## src/rtl/date_jump_ct.sv

```systemverilog
// Month/day calendar counter with single-day steps, validated loads and a
// multi-cycle N-day jump that advances one day per clock.
module date_jump_ct #(
  parameter int NW = 9
) (
  input  logic          clk,
  input  logic          rst,
  input  logic          inc,
  input  logic          dec,
  input  logic          ld,
  input  logic [6:0]    ld_mo,
  input  logic [6:0]    ld_dy,
  input  logic          req,
  input  logic          dir,
  input  logic [NW-1:0] n_days,
  output logic [6:0]    mo,
  output logic [6:0]    dy,
  output logic          z_last,
  output logic          z_first,
  output logic          busy,
  output logic          done,
  output logic          yr_cy,
  output logic          yr_bw,
  output logic          ld_err
);

  typedef enum logic {IDLE, JUMP} state_t;

  state_t        state_q, state_d;
  logic [6:0]    mo_q, mo_d;
  logic [6:0]    dy_q, dy_d;
  logic          dir_q, dir_d;
  logic [NW-1:0] cnt_q, cnt_d;
  logic          done_q, done_d;
  logic          yr_cy_q, yr_cy_d;
  logic          yr_bw_q, yr_bw_d;
  logic          ld_err_q, ld_err_d;

  logic [6:0]    cur_len;
  logic [6:0]    fwd_mo, fwd_dy, bwd_mo, bwd_dy;
  logic          fwd_cy, bwd_bw;
  logic          ld_ok;

  function automatic logic [6:0] month_len(input logic [6:0] m);
    case (m)
      7'd1:                      month_len = 7'd28;
      7'd3, 7'd5, 7'd8, 7'd10:   month_len = 7'd30;
      default:                   month_len = 7'd31;
    endcase
  endfunction

  assign cur_len = month_len(mo_q);
  assign ld_ok   = (ld_mo < 7'd12) && (ld_dy < month_len(ld_mo));

  // Candidate next dates for one step in each direction, shared by IDLE and JUMP.
  always_comb begin
    fwd_mo = mo_q;
    fwd_dy = dy_q + 7'd1;
    fwd_cy = 1'b0;
    if (dy_q == cur_len - 7'd1) begin
      fwd_dy = 7'd0;
      fwd_mo = (mo_q == 7'd11) ? 7'd0 : mo_q + 7'd1;
      fwd_cy = (mo_q == 7'd11);
    end

    bwd_mo = mo_q;
    bwd_dy = dy_q - 7'd1;
    bwd_bw = 1'b0;
    if (dy_q == 7'd0) begin
      bwd_mo = (mo_q == 7'd0) ? 7'd11 : mo_q - 7'd1;
      bwd_dy = month_len(bwd_mo) - 7'd1;
      bwd_bw = (mo_q == 7'd0);
    end
  end

  always_comb begin
    state_d  = state_q;
    mo_d     = mo_q;
    dy_d     = dy_q;
    dir_d    = dir_q;
    cnt_d    = cnt_q;
    done_d   = 1'b0;
    yr_cy_d  = 1'b0;
    yr_bw_d  = 1'b0;
    ld_err_d = 1'b0;

    case (state_q)
      IDLE: begin
        if (ld) begin
          if (ld_ok) begin
            mo_d = ld_mo;
            dy_d = ld_dy;
          end else begin
            ld_err_d = 1'b1;
          end
        end else if (req) begin
          if (n_days == '0) begin
            done_d = 1'b1;
          end else begin
            state_d = JUMP;
            dir_d   = dir;
            cnt_d   = n_days;
          end
        end else if (inc && !dec) begin
          mo_d    = fwd_mo;
          dy_d    = fwd_dy;
          yr_cy_d = fwd_cy;
        end else if (dec && !inc) begin
          mo_d    = bwd_mo;
          dy_d    = bwd_dy;
          yr_bw_d = bwd_bw;
        end
      end
      JUMP: begin
        // Loads cannot be honoured mid-jump, so they are flagged rather than dropped silently.
        ld_err_d = ld;
        if (dir_q) begin
          mo_d    = fwd_mo;
          dy_d    = fwd_dy;
          yr_cy_d = fwd_cy;
        end else begin
          mo_d    = bwd_mo;
          dy_d    = bwd_dy;
          yr_bw_d = bwd_bw;
        end
        cnt_d = cnt_q - NW'(1);
        if (cnt_q == NW'(1)) begin
          state_d = IDLE;
          done_d  = 1'b1;
        end
      end
      default: state_d = IDLE;
    endcase
  end

  always_ff @(posedge clk) begin
    if (!rst) begin
      state_q  <= IDLE;
      mo_q     <= 7'd0;
      dy_q     <= 7'd0;
      dir_q    <= 1'b0;
      cnt_q    <= '0;
      done_q   <= 1'b0;
      yr_cy_q  <= 1'b0;
      yr_bw_q  <= 1'b0;
      ld_err_q <= 1'b0;
    end else begin
      state_q  <= state_d;
      mo_q     <= mo_d;
      dy_q     <= dy_d;
      dir_q    <= dir_d;
      cnt_q    <= cnt_d;
      done_q   <= done_d;
      yr_cy_q  <= yr_cy_d;
      yr_bw_q  <= yr_bw_d;
      ld_err_q <= ld_err_d;
    end
  end

  assign mo      = mo_q;
  assign dy      = dy_q;
  assign z_last  = (dy_q == cur_len - 7'd1);
  assign z_first = (dy_q == 7'd0);
  assign busy    = (state_q == JUMP);
  assign done    = done_q;
  assign yr_cy   = yr_cy_q;
  assign yr_bw   = yr_bw_q;
  assign ld_err  = ld_err_q;

endmodule

```

## config.mk

```make
export PLATFORM = sky130hd
export DESIGN_NAME = date_jump_ct
export DESIGN_NICKNAME = d
export VERILOG_FILES = /design/src/rtl/date_jump_ct.sv
export SDC_FILE = /design/constraint.sdc
export NUM_CORES = 1
export LEC_CHECK = 0
export CAP_MARGIN = 20
export CORE_UTILIZATION = 45
export DETAILED_ROUTE_END_ITERATION = 6
export PLACE_DENSITY_LB_ADDON = 0.05
export SYNTH_ARGS = -nofsm -noshare
export SYNTH_HDL_FRONTEND = slang
export SYNTH_SLANG_ARGS = --single-unit
```

## constraint.sdc

```tcl
create_clock -name clk -period 3.4 [get_ports clk]
set_clock_uncertainty 0.05 [all_clocks]
set_input_delay 0.51 -clock clk [delete_from_list [all_inputs] [get_ports clk]]
set_output_delay 0.51 -clock clk [all_outputs]
set_load 0.03 [all_outputs]
```

==> results of run 1 <==
## metrics by stage
stage          setup slack [ns]  instance area [µm²]
2_1_floorplan             0.498                 2620
3_3_place_gp              0.103                 3200
3_5_place_dp            0.00846                 3200
4_1_cts                   0.234                 3270
5_1_grt                  0.0402                 3270
6_report                  0.194                 3270
## final cells by class
type | instances | area share
multi-input cells | 286 | 0.571
repair buffers | 64 | 0.184
flip-flops and latches | 29 | 0.178
well taps | 72 | 0.0276
clock buffers | 5 | 0.0210
inverters | 15 | 0.0172
clock inverters | 1 | 0.00153
## worst max-delay path by stage
stage / start / to / slack (ns) / cells past startpoint
after global placement: ld_mo[2] / dy[0] / 0.10 / 9
final: mo[1] / z_last / 0.19 / 8
after floorplan: mo[0] / z_last / 0.50 / 8
after global routing: ld_mo[5] / dy[0] / 0.04 / 9
after CTS: mo[1] / z_last / 0.23 / 8
after detailed placement: ld_mo[5] / dy[0] / 0.008 / 9
## worst reg2reg max path, delay by kind of cell (launching register included)
kind / cells / cell delay, ns
AO/OA/AOI/OAI: 3 / 0.73
AND/OR/NAND/NOR: 3 / 0.84
adder cells (fa/ha/maj): 1 / 0.33
flip-flops: 1 / 0.48
buffers and inverters: 2 / 0.37
## sequential cells by signal, summed over array words and instances, names as in the netlist
name / count
cnt_q: 9
ld_err: 1
dy: 7
yr_bw: 1
busy: 1
dir_q: 1
yr_cy: 1
mo: 7
done: 1
## cells in the final DEF (no fill, tap or decap), types with 4 or more instances in the layout
master,count
ha_1,10
nand2_1,28
and3_1,6
nor2b_1,11
xor2_1,4
mux2i_1,5
or3_1,7
a311oi_1,4
nand3_1,23
clkdlybuf4s50_1,49
nand2b_1,4
nand4_1,9
a21oi_1,26
o211ai_1,6
dfxtp_1,29
nor4_1,7
o21ai_0,17
a211oi_1,11
a22oi_1,4
nor2_1,20
nor3_1,5
inv_1,12
buf_4,15
a31oi_1,11
and2_1,6
clkbuf_8,5
## metal layers
metal | share of wire | up-vias | global-route usage
met5 | 0 | - | 0
met4 | 0.019 | 0 | 0.0926
met3 | 0.059 | 17 | 0.0488
met2 | 0.47 | 123 | 0.483
met1 | 0.46 | 1427 | 0.368
li1 | - | 1445 | -
## power by group
group	switching (µW)	internal, µW	total, µW
Combinational	338	249	586
Sequential	51.0	369	420
Clock	132	134	266
## logic make-up (layout without fill, tap and decap cells)
kind of cell               count (synthesis)  after routing  share of synthesized area
xor gates and xnor gates                   6              6                     0.0201
muxes                                      6              6                     0.0234
and+or+nand+nor                          146            146                      0.305
buffers and inverters                     39             85                     0.0678
DFF                                       29             29                      0.222
AOI/OAI and AO/OA                        118            118                      0.314
adders and majority gates                 10             10                     0.0478
==> metrics.txt, run 1 <==
outcome finished clean; register area 581 µm²; placed insts 466; Core Area 5570 µm²; list of most frequent post-synthesis cells 29 x dfxtp_1, 28 x nand2_1, 26 x a21oi_1; Port Buffers 50; Die Span X 78.3 µm; Antenna Nets Post-Route 0; Reg2Reg Launch Point mo[1]; vias in the first global route 2730; RSZ-0062 raised after global routing no; Initial Utilization 0.470; Rows 27; Pwr Density 389 nW/µm²; Worst slew margin 0.401; top cells by area, synth dfxtp_1 22%, a21oi_1 5.0%, ha_1 4.8%, nand3_1 4.4%, nand2_1 4.0%; via count 3012; area of the multi-input gates 1870 µm²; final core occ 0.587; required time of the worst setup path 2.84 ns; element type at the critical path end output port; Layout area overhead 24.8%; Num CTS Buffers 5; Post-CTS Resized 0; critical hold path startpoint dir_q; Critical Path AT 2.65 ns; CP max-delay cell or3b_2; number of flops mapped to enable cells by yosys 0; clock slew at reported path FFs 0.06 ns; CTS Root Cell clkbuf_8; r2r endpoint mo[5]; Syn. warnings 0; LEAKAGE 0.00118 µW; Yosys top cell area share 0.222; IO Pins 51; Synth area leader dfxtp_1; critical path type register to output port; Routed WL per cell 18.1 µm; setup_tns 0 ns; sequential share of the synthesized area 0.222; max-slew violations 0; Final Non-Filler Cells 472; Pwr Total 1270 µW; GRT overflow 0; DR vias/cell 6.38; total setup buffers inserted after CTS 0; maxcap violations 0; All-Layer GR Usage 0.286; H-tree Lvls 2; worst hold slack 0.425 ns; HPWL after detailed placement 6260 µm; Max Freq 312 MHz; fin nets 441; Worst VDD drop 0.194 mV; Setup-failing EPs final 0; R2R cell count 9; largest net degree at the start of global routing 24; crit path cell chain inv_1 -> ha_1 -> or3b_2 -> a221oi_1 -> a311o_1 -> a21o_2 -> inv_2 -> buf_4; Worst-Margin Slew 0.898 ns; min-delay worst type register to register; Buf+Inv Stages, Crit Path 3; dominant synthesized flop cell dfxtp_1; Slowest Stage Delay on Critical Path 0.50 ns; antenna violations before repair 0; Syn Inst Count 354; Post-Route WL 8560 µm; Syn Std Cell Area 2620 µm²; min Tclk post-route 3.21 ns; Hold EP dir_q; delay-heaviest family, CP compound AO/OA/AOI/OAI gates; hold path depth 2; Post-Syn Nets 394; hold_buf cts 0; GPL Wtd Cong 0.912; share of layout cells above drive strength 1 0.100; CTS sink cnt 29; Worst R2R Setup Slack 0.44 ns; Bufs on Longest Clock Path 2; crit-path max FO 9; Critical Path Source Type register; Synth Register Bits 29; ant diodes 0; count leader, synth dfxtp_1; clk_lat worst skew 0.28 ns; unique cell type count in the Yosys netlist 72; first-pass GRT wire length 13700 µm; DRC viols 0; asr flop ratio synth 0; Fillers 536; Final Cycle Share 0.943; drt first pass iters 5; average cell area after synthesis 7.40 µm²; die area 6130 µm²; CTS tree built; die height 78.3 µm; 1st-iter DRT viols 197; Final Hold Vio Count 0
Note: power is estimated with default switching activity, not from simulation.
==> run 2: changes to the inputs <==
- CORE_MARGIN: not set -> 2
==> metrics.txt, run 2 (synthesized netlist as in run 1, its figures left out) <==
outcome finished clean; HPWL after detailed placement 6370 µm (+1.7%); Largest register FFs 9 (unchanged); share of layout cells above drive strength 1 0.0998 (-0.000249); antenna violations before repair 0 (unchanged); Final Hold Vio Count 0 (unchanged); hold_buf cts 0 (unchanged); DRC viols 0 (unchanged); All-Layer GR Usage 0.281 (-0.00479); r2r endpoint mo[5]; Reg2Reg Launch Point mo[1]; Worst Setup SP ld_mo[2]; Final Non-Filler Cells 473 (+0.21%); total setup buffers inserted after CTS 0 (unchanged); Antenna Nets Post-Route 0 (unchanged); IO Pins 51 (unchanged); CTS sink cnt 29 (unchanged); Top Metal Used met4; met2 wire length 3940 µm (-1.0%); min Tclk post-route 3.10 ns (-0.105 ns); ant diodes 0 (unchanged); WL met3 593 µm (+18%); Worst slew margin 0.380 (-0.0209); CTS Root Cell clkbuf_8; LEAKAGE 0.00118 µW (about the same); crit-path max FO 15 (+6); Worst R2R Setup Slack 0.61 ns (+0.17 ns); min-delay worst type register to register; via count 3021 (+0.30%); fin nets 440 (-0.23%); Post-CTS Resized 0 (unchanged); max-slew violations 0 (unchanged); die area 6450 µm² (+5.2%); final core occ 0.587 (about the same); Rows 27 (unchanged); element type at the critical path end register; CTS tree built; Pwr Density 395 nW/µm² (+1.4%); Port Buffers 50 (unchanged); first-pass GRT wire length 14200 µm (+3.6%); RSZ-0062 raised after global routing no; maxcap violations 0 (unchanged); Bufs on Longest Clock Path 2 (unchanged); Worst VDD drop 0.215 mV (+11%); required time of the worst setup path 3.49 ns (+0.65 ns); largest net degree at the start of global routing 24 (unchanged); Layout area overhead 24.9% (about the same); Final Cycle Share 0.912 (-0.0308); clock slew at reported path FFs 0.06 ns (about the same); Num CTS Buffers 5 (unchanged); clk_lat worst skew 0.29 ns (about the same); commonest non-fill, non-tap cell in the layout clkdlybuf4s50_1; Initial Utilization 0.470 (unchanged); GPL Wtd Cong 0.949 (+4.0%); GRT overflow 0 (unchanged); 1st-iter DRT viols 340 (+73%); H-tree Lvls 2 (unchanged); met1 WL 3960 µm (+1.2%); Largest Register cnt_q; Routed WL per cell 18.4 µm (+1.3%); Setup-failing EPs final 0 (unchanged); setup_tns 0 ns (unchanged); Worst Setup EP dy[0]; drt first pass iters 5 (unchanged); R2R cell count 9 (unchanged); Core Area 5570 µm² (unchanged); vias in the first global route 2856 (+4.6%); Die Span X 80.3 µm (+2.6%); Post-Route WL 8690 µm (+1.5%); Worst-Margin Slew 0.929 ns (+0.0314 ns); DR vias/cell 6.39 (about the same); Critical Path Source Type input port; Max Freq 322 MHz (+3.4%); placed insts 465 (-0.21%); critical path type input port to register; die height 80.3 µm (+2.6%); commonest non-fill, non-tap cells in the layout 49 x clkdlybuf4s50_1, 29 x dfxtp_1, 28 x nand2_1, 26 x a21oi_1, 23 x nand3_1; Critical Path AT 3.19 ns (+0.54 ns)
run 2: changes by cell type in the layout (fill, tap and decap cells not counted), sizes merged:
cell	before	now
buf	15	14
clkinv	2	3
clkbuf	5	6
run 2: per-stage QoR:
step	area [µm²]	total power, µW	worst slack [ns]	hold WS, ns
3_5_place_dp	3190	1000	-0.00134	0.414
2_1_floorplan	2620	804	0.498	0.393
3_3_place_gp	3190	999	0.101	0.404
4_1_cts	3270	1280	0.317	0.424
6_report	3270	1290	0.299	0.423
5_1_grt	3270	1370	0.0197	0.440
run 2: power by group:
part	switching, µW	total [µW]	internal [µW]	leakage, µW
Combinational	340	589	249	0.000899
Sequential	52.9	422	369	0.000237
Clock	139	280	142	0.0000450
Total	531	1290	760	0.00118
run 2: layer usage:
layer  vias up  global-route usage
met3        22              0.0427
met1      1403               0.380
met2       159               0.460
li1       1437                   -
met5         -                   0
met4         0              0.0864
run 2: final cells by class:
type | count | area, µm²
Timing Repair Buffer | 63 | 596
Multi-Input combinational cell | 286 | 1870
Sequential cell | 29 | 581
Inverter | 15 | 56.3
Fill cell | 526 | 2300
Clock buffer | 6 | 72.6
Clock inverter | 2 | 10.0
Tap cell | 72 | 90.1
run 2: worst max-delay path, stage by stage:
cell	delay, ns
clkdlybuf4s50_1	0.57
nor2_1	0.07
and3_1	0.18
ha_1	0.20
a2111oi_1	0.42
o21ai_1	0.15
and2_0	0.51
o311ai_0	0.45
o41ai_1	0.12
run 2: worst min path at each step:
stage              from       end  slack (ns)  cells past startpoint
2_1_floorplan  cnt_q[6]  cnt_q[6]        0.39                      2
3_3_place_gp   cnt_q[6]  cnt_q[6]        0.40                      2
3_5_place_dp      dir_q     dir_q        0.41                      2
4_1_cts        cnt_q[6]  cnt_q[6]        0.42                      2
5_1_grt           dir_q     dir_q        0.44                      2
6_report          dir_q     dir_q        0.42                      2
